===== config.mk =====
export PLATFORM = sky130hd
export DESIGN_NAME = nes_apu_frame_counter
export DESIGN_NICKNAME = d
export VERILOG_FILES = /design/src/rtl/nes_apu_frame_counter.sv
export SDC_FILE = /design/constraint.sdc
export NUM_CORES = 1
export LEC_CHECK = 0
export BUFFER_PORTS_ARGS = -buffer_cell sky130_fd_sc_hd__buf_2
export CAP_MARGIN = 10
export CORE_AREA = 2 2 89 70
export DETAILED_ROUTE_END_ITERATION = 6
export DIE_AREA = 0 0 91 72
export HOLD_SLACK_MARGIN = 0.1
export PLACE_DENSITY = 0.55
export SLEW_MARGIN = 20
export SYNTH_ARGS = -nofsm -noshare
export SYNTH_HDL_FRONTEND = slang
export SYNTH_SLANG_ARGS = --single-unit

===== constraint.sdc =====
create_clock -name clk_nes -period 2.9 [get_ports clk_nes]
set_input_delay 0.435 -clock clk_nes [delete_from_list [all_inputs] [get_ports clk_nes]]
set_output_delay 0.435 -clock clk_nes [all_outputs]
set_load 0.05 [all_outputs]

===== src/rtl/nes_apu_frame_counter.sv =====
// APU frame sequencer: quarter/half-frame pulses, frame IRQ, $4017 delayed reset, $4015 read clear.
// Define APU_FRAME_PAL_EN for the PAL step table; NTSC is the default build.
module nes_apu_frame_counter #(
  parameter int CNT_W = 16
) (
  input  logic       clk_nes,
  input  logic       rst_master_n,
  input  logic       cpu_ce,
  input  logic       wr_4017,
  input  logic [7:0] wr_data,
  input  logic       rd_4015,
  output logic       quarter_frame,
  output logic       half_frame,
  output logic       frame_irq
);

`ifdef APU_FRAME_PAL_EN
  localparam logic [CNT_W-1:0] STEP_Q1 = CNT_W'(32'd8313);
  localparam logic [CNT_W-1:0] STEP_H1 = CNT_W'(32'd16627);
  localparam logic [CNT_W-1:0] STEP_Q3 = CNT_W'(32'd24939);
  localparam logic [CNT_W-1:0] LAST_4  = CNT_W'(32'd33253);
  localparam logic [CNT_W-1:0] LAST_5  = CNT_W'(32'd41565);
`else
  localparam logic [CNT_W-1:0] STEP_Q1 = CNT_W'(32'd7457);
  localparam logic [CNT_W-1:0] STEP_H1 = CNT_W'(32'd14913);
  localparam logic [CNT_W-1:0] STEP_Q3 = CNT_W'(32'd22371);
  localparam logic [CNT_W-1:0] LAST_4  = CNT_W'(32'd29829);
  localparam logic [CNT_W-1:0] LAST_5  = CNT_W'(32'd37281);
`endif
  localparam logic [CNT_W-1:0] IRQ_PRE = LAST_4 - CNT_W'(32'd1);

  logic [CNT_W-1:0] cnt_r, cnt_n_s;
  logic             mode_r, mode_n_s;
  logic             inhibit_r, inhibit_n_s;
  logic             irq_r, irq_n_s;
  logic             parity_r, parity_n_s;
  logic             pend_r, pend_n_s;
  logic             pend_mode_r, pend_mode_n_s;
  logic [2:0]       dly_r, dly_n_s;
  logic             quarter_r, quarter_n_s;
  logic             half_r, half_n_s;

  logic [CNT_W-1:0] last_s;
  logic [CNT_W-1:0] cnt_inc_s;
  logic             wrap_s;
  logic             apply_s;
  logic             inhibit_eff_s;
  logic             step_h_s;
  logic             step_q_s;
  logic             irq_set_s;

  // Next-state logic: normal stepping, pending-write apply, IRQ set/clear
  always_comb begin
    last_s        = mode_r ? LAST_5 : LAST_4;
    wrap_s        = (cnt_r == last_s);
    cnt_inc_s     = wrap_s ? '0 : (cnt_r + CNT_W'(32'd1));
    // A write landing on the apply edge restarts the delay instead of applying
    apply_s       = cpu_ce && pend_r && !wr_4017 && (dly_r == 3'd1);
    inhibit_eff_s = wr_4017 ? wr_data[6] : inhibit_r;
    step_h_s      = (cnt_inc_s == STEP_H1) || (cnt_inc_s == last_s);
    step_q_s      = (cnt_inc_s == STEP_Q1) || (cnt_inc_s == STEP_Q3) || step_h_s;

    cnt_n_s       = cnt_r;
    mode_n_s      = mode_r;
    inhibit_n_s   = inhibit_r;
    parity_n_s    = parity_r;
    pend_n_s      = pend_r;
    pend_mode_n_s = pend_mode_r;
    dly_n_s       = dly_r;
    quarter_n_s   = 1'b0;
    half_n_s      = 1'b0;
    irq_set_s     = 1'b0;

    if (cpu_ce) begin
      parity_n_s = ~parity_r;
    end else begin
      parity_n_s = parity_r;
    end

    if (apply_s) begin
      cnt_n_s     = '0;
      mode_n_s    = pend_mode_r;
      pend_n_s    = 1'b0;
      dly_n_s     = 3'd0;
      quarter_n_s = pend_mode_r;
      half_n_s    = pend_mode_r;
    end else if (cpu_ce) begin
      cnt_n_s     = cnt_inc_s;
      quarter_n_s = step_q_s;
      half_n_s    = step_h_s;
      irq_set_s   = !mode_r && !inhibit_eff_s &&
                    ((cnt_inc_s == IRQ_PRE) || (cnt_inc_s == LAST_4) || wrap_s);
      if (pend_r && !wr_4017) begin
        dly_n_s = dly_r - 3'd1;
      end else begin
        dly_n_s = dly_r;
      end
    end else begin
      cnt_n_s = cnt_r;
    end

    if (wr_4017) begin
      inhibit_n_s   = wr_data[6];
      pend_n_s      = 1'b1;
      pend_mode_n_s = wr_data[7];
      dly_n_s       = parity_r ? 3'd3 : 3'd4;
    end else begin
      inhibit_n_s   = inhibit_r;
    end

    if (irq_set_s) begin
      irq_n_s = 1'b1;
    end else if (rd_4015 || inhibit_eff_s) begin
      irq_n_s = 1'b0;
    end else begin
      irq_n_s = irq_r;
    end
  end

  // State and output registers
  always_ff @(posedge clk_nes or negedge rst_master_n) begin
    if (!rst_master_n) begin
      cnt_r       <= '0;
      mode_r      <= 1'b0;
      inhibit_r   <= 1'b0;
      irq_r       <= 1'b0;
      parity_r    <= 1'b0;
      pend_r      <= 1'b0;
      pend_mode_r <= 1'b0;
      dly_r       <= 3'd0;
      quarter_r   <= 1'b0;
      half_r      <= 1'b0;
    end else begin
      cnt_r       <= cnt_n_s;
      mode_r      <= mode_n_s;
      inhibit_r   <= inhibit_n_s;
      irq_r       <= irq_n_s;
      parity_r    <= parity_n_s;
      pend_r      <= pend_n_s;
      pend_mode_r <= pend_mode_n_s;
      dly_r       <= dly_n_s;
      quarter_r   <= quarter_n_s;
      half_r      <= half_n_s;
    end
  end

  assign quarter_frame = quarter_r;
  assign half_frame    = half_r;
  assign frame_irq     = irq_r;

endmodule


# == Word-level counts from Yosys, hierarchy flattened ==
# Index checks and enable logic that the tools add are counted.
# word_totals
reg_bits,27
ramBits,0
rom_bits,0
word_cells,62
mem_count,0
latch_bits,0
# op_classes
n_addsub,2
n_mux,20
multipliers,0
magnitude_cmp,0
reduce_logical,21
n_bitwise,1
div,0
n_eq_ne,8
n_shift,0
# ops
op,n
2-to-1 mux 16 bit,4
"== test 16 x 15 -> 1 bit, second input constant",3
== test 16 bit,2
"adder 16 x 1 -> 16 bit, second input constant",1
"== test 16 x 13 -> 1 bit, second input constant",1
"== test 16 x 14 -> 1 bit, second input constant",1
2-to-1 mux 3 bit,5
2-to-1 mux 1 bit,11
logical AND 1 bit,6
logical OR 1 bit,6
nonzero test 2 bit,3
nonzero test 3 bit,2
"== test 3 x 1 -> 1 bit, second input constant",1
logical NOT 1 bit,3
"subtractor 3 x 1 -> 3 bit, second input constant",1
AND reduction 2 bit,1
NOT 1 bit,1

# == Depth between registers and ports, before layout ==
# logic_depth
ltp_word,10
mapped_depth,10

# == Worst setup path before layout ==
# Ideal clock, no wire load.
# synth_timing
kind,reg2reg
startpoint,reg cnt_r[0]
endpoint,"reg quarter_r, in the netlist quarter_frame"
stages_incl_launch_ff,10
setup_ps,79
path_slack_ps,644
arrival_ps,2178
synth_period_minus_slack_ps,2256
cell_sequence,dfrtp_1 ha_1 nand3_2 nor2_2 and3_4 a31oi_1 or4_1 o22ai_1 a22oi_1 o21bai_1
# synth_via
elab_chain_len,7
word_cells_on_any_way,12
cone_classes,add/sub (1); eq/ne (5); mux (3); reduce/logical (3)
# synth_lines
item,line_no,text
"start, declared",32,"logic [CNT_W-1:0] cnt_r, cnt_n_s;"
"start signal, assigned",134,cnt_r <= cnt_n_s;
adder 16 x 1 -> 16 bit or == test 16 bit (tied branches),"56, 55",
2-to-1 mux 16 bit (*),56,cnt_inc_s = wrap_s ? '0 : (cnt_r + CNT_W'(32'd1));
"== test 16 x 13 -> 1 bit, or another cell as far along",61,step_q_s = (cnt_inc_s == STEP_Q1) || (cnt_inc_s == STEP_Q3) || step_h_s;
"logical OR 1 bit, on equally long branches","61, 60",
logical OR 1 bit (*),61,
2-to-1 mux 1 bit (*),87,end else if (cpu_ce) begin
2-to-1 mux 1 bit (*),80,if (apply_s) begin
via quarter_n_s,40,"logic quarter_r, quarter_n_s;"
"end signal, assigned",142,quarter_r <= quarter_n_s;
"end, declared",40,
# The timed path passes the listed nets; every way through them passes the cells marked *.
# A chain may end at the register's enable or synchronous reset.

# == Worst setup path in the final report ==
# layout_timing
startpoint,reg cnt_r[3]
endpoint,"reg quarter_r, in the netlist quarter_frame"
# Same word-level chain as after synthesis.

==> impl_metrics.csv <==
group,metric,value,unit
layout,antenna_cells,0,
sta,drv_slew,0,
yosys,synthArstFlopShare,100,%
critical_path,end_kind,"flip-flop",
detailed_routing,drc,0,
power,p_sw_share,42.8,%
clocking,insertion_delay,270,ps
layout,seq_area,676,um2
critical_path,worst-setup-path-type,"reg2reg",
power,p_per_area,634,nW/um2
detailed_routing,final_antenna_net_count,0,
placement,dpl.hpwl,3640,um
yosys,synth_edf_count,0,
layout,layout-drive-gt1-share,15.8,%
layout,final_nets,261,
power,clock_power_share,16.1,%
clocking,clk_pin_slew,100,ps
placement,gp_congestion,0.926,
sta,skew,6.16,ps
clocking,h-tree-depth,1,
clocking,postCtsSetupBuffers,0,
clocking,cts_buffers,3,
layout,final_cell_area,2150,um2
critical_path,crit_fanout,10,
floorplanning,fp-row-count,24,
critical_path,cp.arrival,2770,ps
sta,setup_violations,0,
global_routing,grt_overflow,0,
power,p_comb_share,37.4,%
clocking,root_buffer,"clkbuf_8",
layout,areaGrowthSynthToFinish,8.44,%
sta,tightest_slew,631,ps
floorplanning,die-area,6550,um2
yosys,syn-num-nets,251,
floorplanning,die_x,91,um
sta,fmax,0.389,GHz
detailed_routing,vias,1762,
power,p_int,0.780,mW
detailed_routing,via_per_inst,5.52,
sta,max_slew_margin,57.9,%
global_routing,grt_pass1_vias,1614,
layout,multi_input_area,1180,um2
yosys,ys_types,59,
yosys,yosys.area.top_type,"dfrtp_1",
sta,period_share,88.7,%
detailed_routing,avgRoutedWirePerCell,15.3,um
floorplanning,die_y,72,um
clocking,clockBufferDepth,2,
clocking,cts_resized,0,
placement,port_buffers,9,
yosys,synth_cells,232,
floorplanning,io_pins,16,
critical_path,cp.required,3100,ps
sta,grt_setup_unrepaired,"false",
detailed_routing,first_iter_violations,244,
yosys,yosysWarnings,0,
detailed_routing,drtPass1Iterations,5,
floorplanning,start_util,35.2,%
yosys,syn_area,1990,um2
detailed_routing,drt_wl_total,4870,um
placement,place_area,2110,um2
power,switching_power,0.585,mW
clocking,cts.sinks,27,
clocking,cts_tree,"done",
power,irDropWorstVdd,267,uV
global_routing,antenna_found_initial,0,
yosys,synth.area.top_cells,"dfrtp_1 (34%), nand2_1 (5.1%), o21ai_0 (4.8%)",
yosys,syn_area_per_cell,8.56,um2
power,p_leak,0.883,nW
run,maxCapViolations,0,
yosys,synth_seq_cells,27,
clocking,ctsHoldBuffers,0,
status,status,"finished clean",
global_routing,grt_pass1_wl,8320,um
critical_path,start_kind,"flip-flop",
global_routing,grt_max_degree,28,
yosys,synth_top_area_share,34.0,%
global_routing,track_usage,15.7,%
yosys,ys_seq_area_share,34.0,%
yosys,synth_flop_cell,"dfrtp_1",
power,p_seq_share,46.5,%
sta,finalSetupTns,0,ps
floorplanning,core_area,5650,um2
sta,finalHoldViolations,0,
layout,num-fill-cells,604,
min_path,hold_path.class,"in2async",
sta,min_period,2570,ps
[routing by layer]
metal  vias up  track usage [%]  part of all wire, %
met5         -                0                    0
met4         0             1.68                 0.43
met3         6             3.74                  9.4
met2        87             23.1                   39
met1       807             24.2                   51
li1        862                -                    -
[logic make-up after synthesis]
group                      count (synthesis)  synth area share (%)
AOI/OAI and AO/OA                         52                  16.8
xor gates and xnor gates                  11                  4.85
adders and majority gates                  6                  3.78
buffers and inverters                     24                  6.30
DFF                                       27                  34.0
muxes                                      5                  2.77
and+or+nand+nor                          107                  31.4
[area by class of cell]
type / count / area share (%)
multi-input combinational: 181 / 55.0
sequential: 27 / 31.4
timing repair buffer: 17 / 4.88
tap: 78 / 4.53
clock buffer: 4 / 2.09
inverter: 12 / 2.09
[power by group through the flow]
stage	clock, mW	combinational, mW	sequential, mW
3_5_place_dp	0	0.504	0.639
4_1_cts	0.234	0.505	0.630
3_3_place_gp	0	0.506	0.641
5_1_grt	0.244	0.577	0.657
6_report	0.220	0.510	0.635
2_1_floorplan	0	0.458	0.556
[sequential cells by signal (all words and copies together), names as in the netlist]
| name | cells |
|---|---|
| cnt_r | 16 |
| dly_r | 3 |
| frame_irq | 1 |
| half_frame | 1 |
| inhibit_r | 1 |
| mode_r | 1 |
| parity_r | 1 |
| pend_mode_r | 1 |
| pend_r | 1 |
| quarter_frame | 1 |
[placed cells by master (no fill, tap or decap), drive strengths merged, types with 2 or more instances in the layout]
master  instances
nor2b           2
a211oi          2
or4             2
a21oi           7
o22ai           3
and2            2
a22oi           2
inv            12
or2b            2
o21bai          2
nor4b           3
a31oi           2
o31ai           4
clkbuf          4
a32oi           2
mux2            4
nor4            7
nor2           16
nand3          11
nand2b          5
nand2          27
or3             2
o21ai          20
ha              6
nand4           7
xnor2           8
nor3            8
and3            6
dfrtp          27
xor2            3
buf            17
[metrics by stage]
stage               power (mW)  setup slack [ps]  util (%)  hold slack [ps]  instances
floorplan                 1.01               644         -              139        232
global placement          1.15               372      37.3              458        315
detailed placement        1.14               399      37.3              457        315
CTS                       1.37               379      38.1              191        319
global route              1.48               199      38.1              210        319
finish                    1.37               328      38.1              167        319
[path summary, 6_finish.rpt]
path,startpoint,cells after the start,endpoint,slack (ps)
setup / recovery,cnt_r[3],8,quarter_frame,330
hold reg to reg,parity_r,1,parity_r,470
min in group clk_nes,wr_data[7],2,pend_mode_r,390
max in group asynchronous,rst_master_n,1,dly_r[2],2320
setup reg to reg,cnt_r[3],8,quarter_frame,330
hold / removal,rst_master_n,1,quarter_frame,170
[worst max-delay path, stage by stage, from the launching register on]
cell	delay, ps
dfrtp_1	580
nand3_2	260
nor2_2	310
and3_4	260
a31oi_1	120
or4_1	550
o22ai_1	130
a22oi_1	130
o21bai_1	150
[cell usage after synthesis (all sizes together) (3+ instances only)]
library cell,n
ha,6
nand4,7
mux2,4
a21oi,7
clkbuf,4
nor4b,3
nor3,8
inv,12
o31ai,4
nand2,27
nor4,7
xor2,3
nor2,16
and3,6
nand2b,5
dfrtp,27
xnor2,8
o22ai,3
buf,8
o21ai,20
nand3,11
Power figures use the tool's default switching activity.
